[src/rtl/lut_neuron_prog_loader.sv]
// Runtime-loadable truth-table neuron: streams a table into distributed RAM
// and serves single-cycle registered lookups once a complete table is held.
module lut_neuron_prog_loader #(
    parameter int IN_BITS  = 8,
    parameter int OUT_BITS = 1,
    parameter int LOAD_W   = 8
) (
    input  logic                clk,
    input  logic                rst,
    input  logic                cfg_start,
    input  logic                cfg_valid,
    output logic                cfg_ready,
    input  logic [LOAD_W-1:0]   cfg_data,
    output logic                cfg_done,
    output logic                tbl_valid,
    input  logic                in_valid,
    input  logic [IN_BITS-1:0]  in_data,
    output logic                out_valid,
    output logic [OUT_BITS-1:0] out_data,
    output logic                q_drop
);

    localparam int DEPTH  = 1 << IN_BITS;
    localparam int EPB    = LOAD_W / OUT_BITS;
    localparam int BEATS  = DEPTH / EPB;
    localparam int CNT_W  = (BEATS > 1) ? $clog2(BEATS) : 1;
    localparam int EPB_SH = $clog2(EPB);
    localparam logic [CNT_W-1:0] LAST_BEAT = CNT_W'(BEATS - 1);

    typedef enum logic [1:0] {IDLE, LOAD, READY} state_t;

    state_t              state, state_nx;
    logic [CNT_W-1:0]    cnt, cnt_nx;
    logic                tbl_valid_nx;
    logic                done_nx;
    logic                wr_en;
    logic [IN_BITS-1:0]  wr_base;

    logic [OUT_BITS-1:0] tbl_ram [DEPTH];

    logic                vld_p1;
    logic                drop_p1;
    logic [OUT_BITS-1:0] data_p1;

    // Control FSM: registered state, counter, table-valid flag and done pulse
    always_ff @(posedge clk) begin
        if (rst) begin
            state     <= IDLE;
            cnt       <= '0;
            tbl_valid <= 1'b0;
            cfg_done  <= 1'b0;
        end else begin
            state     <= state_nx;
            cnt       <= cnt_nx;
            tbl_valid <= tbl_valid_nx;
            cfg_done  <= done_nx;
        end
    end

    // A start pulse always wins over a beat in the same cycle, including the last one
    always_comb begin
        state_nx     = state;
        cnt_nx       = cnt;
        tbl_valid_nx = tbl_valid;
        done_nx      = 1'b0;
        wr_en        = 1'b0;
        cfg_ready    = (state == LOAD);
        case (state)
            LOAD: begin
                if (cfg_start) begin
                    cnt_nx = '0;
                end else if (cfg_valid) begin
                    wr_en = 1'b1;
                    if (cnt == LAST_BEAT) begin
                        state_nx     = READY;
                        tbl_valid_nx = 1'b1;
                        done_nx      = 1'b1;
                        cnt_nx       = '0;
                    end else begin
                        cnt_nx = cnt + 1'b1;
                    end
                end
            end
            default: begin
                if (cfg_start) begin
                    state_nx     = LOAD;
                    tbl_valid_nx = 1'b0;
                    cnt_nx       = '0;
                end
            end
        endcase
    end

    // EPB is a power of two, so the beat's base entry is a plain shift of the counter
    assign wr_base = IN_BITS'(cnt) << EPB_SH;

    always_ff @(posedge clk) begin
        if (wr_en) begin
            for (int j = 0; j < EPB; j++) begin
                tbl_ram[wr_base | IN_BITS'(j)] <= cfg_data[j*OUT_BITS +: OUT_BITS];
            end
        end
    end

    // Lookup stage p1: result registered one cycle after the request
    always_ff @(posedge clk) begin
        if (rst) begin
            vld_p1  <= 1'b0;
            drop_p1 <= 1'b0;
            data_p1 <= '0;
        end else begin
            vld_p1  <= in_valid & tbl_valid;
            drop_p1 <= in_valid & ~tbl_valid;
            if (in_valid && tbl_valid) begin
                data_p1 <= tbl_ram[in_data];
            end
        end
    end

    assign out_valid = vld_p1;
    assign q_drop    = drop_p1;
    assign out_data  = data_p1;

endmodule

[config.mk]
export PLATFORM = sky130hd
export DESIGN_NAME = lut_neuron_prog_loader
export DESIGN_NICKNAME = d
export VERILOG_FILES = /design/src/rtl/lut_neuron_prog_loader.sv
export SDC_FILE = /design/constraint.sdc
export NUM_CORES = 1
export LEC_CHECK = 0
export ABC_AREA = 1
export CORE_UTILIZATION = 45
export DETAILED_ROUTE_END_ITERATION = 8
export GPL_ROUTABILITY_DRIVEN = 0
export HOLD_SLACK_MARGIN = 0.1
export PLACE_DENSITY = 0.58
export SYNTH_ARGS = -nofsm -noshare
export SYNTH_HDL_FRONTEND = slang
export SYNTH_SLANG_ARGS = --single-unit
[constraint.sdc]
create_clock -name clk -period 2.2 [get_ports clk]
set_input_delay 0.44 -clock clk [delete_from_list [all_inputs] [get_ports clk]]
set_output_delay 0.44 -clock clk [all_outputs]
set_load 0.02 [all_outputs]
# Yosys cells after proc, flatten, opt, wreduce, memory -nomap -nowiden
# Memories as Yosys holds them, arrays and structs flattened. A register that Yosys moved wholly into a read port is not among the register bits.
# Index checks and enable logic that the tools add are counted.
# classes
bitwise	5
n_mux	21
addsub	1
eq_ne	3
n_reduce_logical	7
# ops
operator	n
2-to-1 mux 5 bit	5
2-to-1 mux 1 bit	11
2-to-1 mux 2 bit	5
nonzero test 2 bit	3
adder 5 x 1 -> 5 bit, second input constant	1
== test 5 bit, second input constant	1
AND reduction 4 bit	1
OR reduction 4 bit	1
NOT 1 bit	3
AND 1 bit	2
== test 2 x 1 -> 1 bit, second input constant	1
!= test 2 bit, second input constant	1
AND reduction 2 bit	1
logical AND 1 bit	1
# word_totals
ff_bits	11
memories	1
out_inout_bits	6
mem_bits_rw	256
# mem_list
name	words	width	rd	rd_ports_with_merged_regs	write_ports	line	text
tbl_ram	256	1	1	1	8	39	logic [OUT_BITS-1:0] tbl_ram [DEPTH];

# Logic depth before layout (Yosys ltp)
# Gate-level depths: netlist of run 1.
# depth
word_depth	5
depth_mapped	15
depth_no_buf	13

# Worst setup path after synthesis of run 1
# Ideal clock, no wire load.
# synth_path
path_kind	flip-flop to flip-flop
startpoint	register state[1]
endpoint	memory tbl_ram[0] (enable)
arrival_ps	1753
path_slack_ps	77
stages_incl_launch_ff	6
t_required_ps	1830
path_buffers	0
path_cell_list	dfxtp_1 > nor2_1 > nand2_1 > nor2_1 > nand2_1 > nor2_1
# synth_lines
element	line	text
from (decl)	32	state_t state, state_nx;
from (signal assigned)	53	state <= state_nx;
to (decl)	39	

==> metrics.md, run 1 <==
| Metric | Value |
|---|---|
| Status | completed |
| Fin cells | 1348 |
| Post-synth top area share | 70.2% |
| Final setup violation count | 0 |
| Post-synth EDFFs | 256 |
| Synth-to-Final Area Change | 16.5% |
| Final Cell Area | 12800 µm² |
| Part of the Yosys area used for sequential elements | between 70 and 80% |
| DRT Pass-1 Iters | 7 |
| RSZ-0062 raised after global routing | no |
| Setup CP Type | flop to primary output |
| Initial antenna violation count | 0 |
| Crit path max-delay family | buffers and inverters |
| Die area | 25000 µm² |
| Skew-Pair Late Insertion Delay | 0.55 ns |
| Setup crit start kind | flop |
| DRC | 0 |
| I/O pin count | 27 |
| DP Cell Count | ~1300 |
| Core box area | 23700 µm² |
| CTS Buf Count | 28 |
| Clock period minus worst slack | ~2 ns |
| # resized after CTS | 0 |
| DR WL/cell | 19.7 µm |
| Worst Path Arrival | 1.60 ns |
| First-pass GRT wire length | 40900 µm |
| HPWL reported at the end of detailed placement | 14500 µm |
| CTS clk-pin slew, worst paths | around 0.050 ns |
| Lkg Pwr | 4.59 nW |
| Die Height | 158 µm |
| Via count | 7238 |
| DP Area | around 12000 µm² |
| Buf+Inv Stages, Crit Path | 1 |
| Worst Tran Pin Value | between 0.5 and 0.6 ns |
| Req. time, crit path | around 1.8 ns |
| Peak supply drop | a little over 600 µV |
| Crit end category | primary output |
| Max_slew headroom | 66.4% |
| Post-synth top flop | edfxtp_1 |
| MaxCap Viol Count | 0 |
| Post-route antenna net violation count | 0 |
| Root buf cell | clkbuf_16 |
| Avg Vias per Cell | 5.37 |
| Cell Rows | 56 |
| CTS tree | yes |
| FMAX | a little under 500 MHz |
| Commonest cells post-synth | 282 x nand2_1, 257 x nand3_1, 256 x edfxtp_1, 40 x nor2_1, 19 x buf_2 |
| Setup TNS | 0 ns |
| Post-synth ARST share | 0% |
| Crit path cell chain | clkdlybuf4s50_1 |
| Final Skew | 0.0244 ns |
| Synth area leaders | edfxtp_1 70%, nand3_1 12%, nand2_1 9.7% |
| Synthesized flop and latch total | ~270 |
| H-tree Lvls | 1 |
| Largest net degree at the start of global routing | 52 |
| Starting density of the core | roughly 46% |
| Hold-fix buffers at CTS | 0 |
| CP max stage delay | 0.64 ns |
| Max-slew violation count | 0 |
| Worst Hold Class | flop to flop |
| Crit share post-route | 92.8% |
| Final #Nets | 1036 |
| CP max FO | 6 |
| All-Layer GR Usage | 22.3% |
| Gr ovfl total | 0 |
| Iteration-0 DRC Markers | 541 |
| Die W | ~160 µm |
| Most common cell in the netlist | nand2_1 |
| Pwr Density | 816 nW/µm² |
| Yosys cell types | 22 |
| Cell count after synthesis | 939 |
| Leading area contributor after synthesis | edfxtp_1 |
| Synth Warn # | 0 |
| Layout cells sized above 1 | 10.2% |
| Post-CTS setup repair buffer count | 0 |
| Vias in the first global route | 7057 |
| Syn nets | 965 |
| Hold Vio Cnt, Final | 0 |
| Routed wire length | 26600 µm |
| Synth Area per Inst | 11.7 µm² |
| IO Port Bufs | 26 |
| CTS sink cnt | 267 |
| Synthesized area | 11000 µm² |
| Critical-path top delay cell | clkdlybuf4s50_1 |
| # diodes | 0 |
| Clock Tree Buf Depth | 3 |
## cells in the final DEF (no fill, tap or decap), drive strengths merged, types with 2 or more instances in the layout
| master | count |
|---|---|
| ha | 5 |
| nor3 | 2 |
| dfxtp | 11 |
| clkdlybuf4s50 | 23 |
| nor2 | 40 |
| nand2 | 282 |
| edfxtp | 256 |
| clkbuf | 38 |
| buf | 71 |
| inv | 19 |
| o21ai | 2 |
| a21oi | 5 |
| nand3 | 257 |
| clkinv | 11 |
## registers in the layout, summed over array words and instances (netlist names)
name / flops
cfg_done: 1
cnt: 5
out_data: 1
out_valid: 1
q_drop: 1
state: 2
tbl_ram: 256
## power breakdown
group | internal (mW) | switching [mW] | total, mW
sequential | 5.57 | 0.00333 | 5.58
combinational | 0.219 | 0.454 | 0.672
clock | 2.33 | 1.83 | 4.16
## metal layers
layer  vias up  track usage (%)  part of all wire, %
li1       3456                -                    -
met1      3505             29.6                   42
met2       229             38.1                   49
met3        48             2.63                  5.5
met4         0             7.65                  2.8
met5         -                0                    0
## through the flow
stage	util (%)	setup WS, ns	power, mW	hold WS (ns)
6_report	53.9	0.157	10.4	0.465
5_1_grt	53.9	0.0909	10.7	0.494
4_1_cts	53.9	0.0608	10.5	0.457
3_5_place_dp	50.5	-0.0827	6.36	0.461
3_3_place_gp	50.5	-0.0592	6.35	0.453
2_1_floorplan	-	0.0771	6.03	0.440
## final timing paths
check	slack, ns	depth (start not counted)	startpoint	to
setup / recovery	0.16	1	state[1]$_SDFFE_PP0P_	tbl_valid
hold / removal	0.47	2	state[0]$_SDFFE_PP0P_	state[0]$_SDFFE_PP0P_
setup reg to reg	0.33	7	state[1]$_SDFFE_PP0P_	tbl_ram[131]$_DFFE_PP_
hold reg to reg	0.47	2	state[0]$_SDFFE_PP0P_	state[0]$_SDFFE_PP0P_
## logic make-up (layout without fill, tap and decap cells)
family / after synthesis / after routing / share of synthesized area (%)
fa+ha+maj: 5 / 5 / 0.571
compound gates: 11 / 11 / 0.617
flops: 267 / 267 / 72.2
simple gates: 583 / 583 / 23.0
buf+inv: 73 / 163 / 3.64
## layout make-up
type | count | area, µm²
Clock buffer | 38 | 738
Clock inverter | 11 | 57.6
Fill cell | 2105 | 10900
Inverter | 19 | 73.8
Multi-Input combinational cell | 599 | 2650
Sequential cell | 267 | 7910
Tap cell | 319 | 399
Timing Repair Buffer | 95 | 936
(Power assumes the default switching activity.)
==> run 2, diff against run 1 <==
- clock period: 2.2 -> 2.6 ns (I/O delays scaled with it)
==> run 2 against run 1 <==
Die area stayed put. Non-clock buffer count is 12 lower. Sequential share of layout area is 0.073 points lower. Clock power is 3% lower. Hold slack hardly changed. Clock skew is 0.017 ns lower. Sequential cell count stayed put. Critical path depth is 1 higher. Final cell count is 0.89% lower. Critical path type unchanged. Largest cell class unchanged.
==> metrics.md, run 2 (synthesis results as in run 1) <==
| Metric | Value |
|---|---|
| Max_slew headroom | 65.6% |
| Worst Hold Margin | 0.465 ns |
| CTS sink cnt | about 270 |
| Setup WS pre-CTS | ~0.18 ns |
| First-pass GRT wire length | 40000 µm |
| HPWL reported at the end of detailed placement | 13400 µm |
| Die area | 25000 µm² |
| Max reg flops | 256 |
| Largest Register | tbl_ram |
| Worst reg-to-reg path cell count | 6 |
| CP startpoint | state[1]$_SDFFE_PP0P_ |
| CP max stage delay | 0.62 ns |
| Final #Nets | 1023 |
| Status | completed |
| Routed wire length | ~26000 µm |
| Req. time, crit path | 2.08 ns |
| H-tree Lvls | 1 |
| Final setup violation count | 0 |
| Pwr Density | 729 nW/µm² |
| Max-slew violation count | 0 |
| Via count | 7143 |
| Largest net degree at the start of global routing | 65 |
| Cell Rows | 56 |
| Post-CTS setup repair buffer count | 0 |
| Gr ovfl total | 0 |
| Post-route antenna net violation count | 0 |
| Iteration-0 DRC Markers | 601 |
| Top Registers | tbl_ram x256, cnt x5, state x2 |
| CTS Buf Count | 27 |
| DRC | 0 |
| Setup CP Type | flop to primary output |
| Clock period minus worst slack | 2.17 ns |
| Worst Tran Pin Value | just over 0.5 ns |
| Crit path cell chain | nor2_1, clkdlybuf4s50_1 |
| # diodes | 0 |
| Die W | roughly 160 µm |
| Setup crit start kind | flop |
| MaxCap Viol Count | 0 |
| Total power draw | 9.31 mW |
| CTS tree | yes |
| Fin cells | 1336 |
| Register area | 7910 µm² |
| Final Skew | 0.00780 ns |
| # resized after CTS | 0 |
| Worst Hold Class | flop to flop |
| Avg Vias per Cell | 5.35 |
| Lkg Pwr | 4.59 nW |
| DP Cell Count | 1287 |
| FMAX | about 460 MHz |
| Starting density of the core | 46.3% |
| Crit end category | primary output |
| All-Layer GR Usage | 22.0% |
| IO Port Bufs | 26 |
| Worst Path Arrival | 1.65 ns |
| Initial antenna violation count | 0 |
| Layout cells sized above 1 | 10.2% |
| R2r endpoint | tbl_ram[64]$_DFFE_PP_ |
| Hold-fix buffers at CTS | 0 |
| PnR worst setup slack | 0.431 ns |
| Setup TNS | 0 ns |
| Critical Path End | cfg_ready |
| Fillers | 2060 |
| CP max FO | 6 |
| Core box area | 23700 µm² |
| Multi-input gate area | roughly 2600 µm² |
| Launching point of the worst reg2reg path | state[1]$_SDFFE_PP0P_ |
| Vias in the first global route | 6816 |
| Hold Vio Cnt, Final | 0 |
| CTS clk-pin slew, worst paths | 0.06 ns |
| Synth-to-Final Area Change | 16.6% |
| Skew-Pair Late Insertion Delay | 0.53 ns |
| Clock Tree Buf Depth | 3 |
| DRT Pass-1 Iters | 5 |
| Crit share post-route | about 83% |
| DR WL/cell | 19.5 µm |
| Root buf cell | clkbuf_16 |
| Most common cell after layout, fill and taps aside | nand2_1 |
| Most frequent cells in the layout | 282 x nand2_1, 257 x nand3_1, 256 x edfxtp_1 |
| R2R setup slack | 0.67 ns |
| RSZ-0062 raised after global routing | no |
| Peak supply drop | approximately 500 µV |
| I/O pin count | 27 |
| Die Height | approximately 160 µm |
| Critical-path top delay cell | clkdlybuf4s50_1 |
-- run 2: cell count changes in the layout (fill, tap and decap cells not counted), moves of 3 or more --
| cell | before | now |
|---|---|---|
| clkinv_2 | 3 | 6 |
| bufinv_16 | 0 | 5 |
| buf_12 | 13 | 10 |
| clkbuf_8 | 0 | 4 |
| clkinv_1 | 7 | 1 |
| clkbuf_1 | 10 | 5 |
| buf_4 | 57 | 48 |
-- run 2: layout make-up --
cell class	instances	share of cell area (%)
clock inverters	13	1.50
inverters	19	0.578
clock buffers	36	5.87
flip-flops and latches	267	61.9
well taps	319	3.12
repair buffers	83	6.31
multi-input cells	599	20.7
-- run 2: worst min-delay path by stage --
stage	from	slack, ns	end	cells past startpoint
after floorplan	state[0]$_SDFFE_PP0P_	0.44	state[0]$_SDFFE_PP0P_	2
after CTS	state[0]$_SDFFE_PP0P_	0.47	state[0]$_SDFFE_PP0P_	2
final	state[0]$_SDFFE_PP0P_	0.46	state[0]$_SDFFE_PP0P_	2
after global routing	state[0]$_SDFFE_PP0P_	0.52	state[0]$_SDFFE_PP0P_	2
after global placement	state[0]$_SDFFE_PP0P_	0.46	state[0]$_SDFFE_PP0P_	2
after detailed placement	state[0]$_SDFFE_PP0P_	0.46	state[0]$_SDFFE_PP0P_	2
-- run 2: critical path: cells and delay by family, from the launching register on --
| family | cells | cell delay (ns) |
|---|---|---|
| buf+inv | 1 | 0.62 |
| flops | 1 | 0.35 |
| simple gates | 1 | 0.15 |
-- run 2: through the flow --
| step | instance area [µm²] | util, % |
|---|---|---|
| floorplan | 11000 | - |
| global placement | 11800 | 50.0 |
| detailed placement | 11800 | 50.0 |
| CTS | 12800 | 53.9 |
| global route | 12800 | 53.9 |
| finish | 12800 | 53.9 |
-- run 2: where the power goes --
part	switching, mW	total, mW	internal (mW)
clock network	1.54	4.05	2.51
registers	0.00280	4.72	4.71
logic	0.378	0.547	0.169
-- run 2: metal layers --
layer,share of wire (%),vias to the layer above,track usage [%]
met2,48,208,35.8
met4,3.3,0,9.16
met1,43,3451,29.7
met3,5.5,55,3.01
li1,-,3429,-
met5,0,-,0
==> patch, RTL diff (settings of run 2) <==
Encoding of `state_t`: now one-hot (3 bits for 3 states).
--- a/src/rtl/lut_neuron_prog_loader.sv
+++ b/src/rtl/lut_neuron_prog_loader.sv
@@ -29,3 +29,3 @@
 
-    typedef enum logic [1:0] {IDLE, LOAD, READY} state_t;
+    typedef enum logic [2:0] {IDLE = 3'b001, LOAD = 3'b010, READY = 3'b100} state_t;
 
Check against the original RTL: no difference found for any inputs over 10 cycles, from zero or initial values and one cycle with rst high; not proved beyond that.
==> patch against run 2 <==
  * Worst hold slack better by 0.0059 ns
  * Synthesized cell count up 0.21%
  * Power down 5.4%
  * Worst setup slack worse by 0.10 ns
  * Sequential cell count up 1
  * Die area up 0.19%
  * Wire length up 1.7%
  * Area after synthesis up 0.19%
  * Design area down 0.75%
  * Clock skew up 0.013 ns
  * Largest cell class unchanged
==> patch: results (changes against run 2) <==
[global_route]
grt_max_degree=54  ; -17%
grt_pass1_vias=6885  ; +1.0%
grt_pass1_wl_um=40300  ; +0.88%
grtUsageTotal=0.220  ; +0.000233
grt.met2_usage=0.377  ; +0.0185
grtUsageMet1=0.296  ; -0.000568

[route]
vias=7183  ; +0.56%
wl_um=26500  ; +1.7%
via_per_inst=5.34  ; -0.11%
wl_met2_um=13100  ; +5.3%

[layout]
largestRegisters=tbl_ram (256), cnt (5), state (3)
nNetsFinal=1031  ; +0.78%

[min_path]
min_from=state[0]

[pwr]
p_seq_mw=4.73  ; about the same
swShare=0.216  ; +0.00983
powerDensity_nw_per_um2=695  ; -4.7%
peakVddDrop_mv=0.558  ; +9.7%
p_comb_mw=0.543  ; -0.7%

[critical_path]
max_stage_delay_ns=0.64  ; +0.02 ns

[timing]
fin_skew_ns=0.0205  ; +0.0127 ns
maxSlewHeadroom=0.650  ; -0.00596

[synth]
ys_seq_area_frac=0.722  ; about the same
synth-xor-area-share=0.000798  ; +0.000798
synth-adder-area-share=0.00570  ; -0.0000111
synth-compound-area-share=0.00581  ; -0.000354

[place]
place.detailed.hpwl_um=14100  ; +5.6%

[outcome]
outcome=complete, no violations

==> patch: area by class of cell <==
type / count / area share
timing repair buffer: 88 / 0.0645
clock buffer: 36 / 0.0560
multi-input combinational: 601 / 0.210
tap: 319 / 0.0315
clock inverter: 14 / 0.00730
inverter: 19 / 0.00582
sequential: 268 / 0.625
==> patch: through the flow <==
step | instance area [sq um] | worst slack [ns]
3_5_place_dp | 11900 | 0.197
5_1_grt | 12700 | 0.210
3_3_place_gp | 11900 | 0.202
2_1_floorplan | 11000 | 0.591
6_report | 12700 | 0.326
4_1_cts | 12700 | 0.304
==> patch: kinds of logic after synthesis <==
logic type               Yosys count
XOR/XNOR                           1
flip-flops                       268
adder cells (fa/ha/maj)            5
buffers and inverters             72
AO/OA/AOI/OAI                     11
AND/OR/NAND/NOR                  584
==> patch: worst paths after layout <==
kind                                      to  slack [ns]  depth (start not counted)
worst max-delay path               cfg_ready        0.33                          4
worst min-delay path                state[0]        0.47                          2
worst max register to register  tbl_ram[146]        0.73                          8
worst min register to register      state[0]        0.47                          2
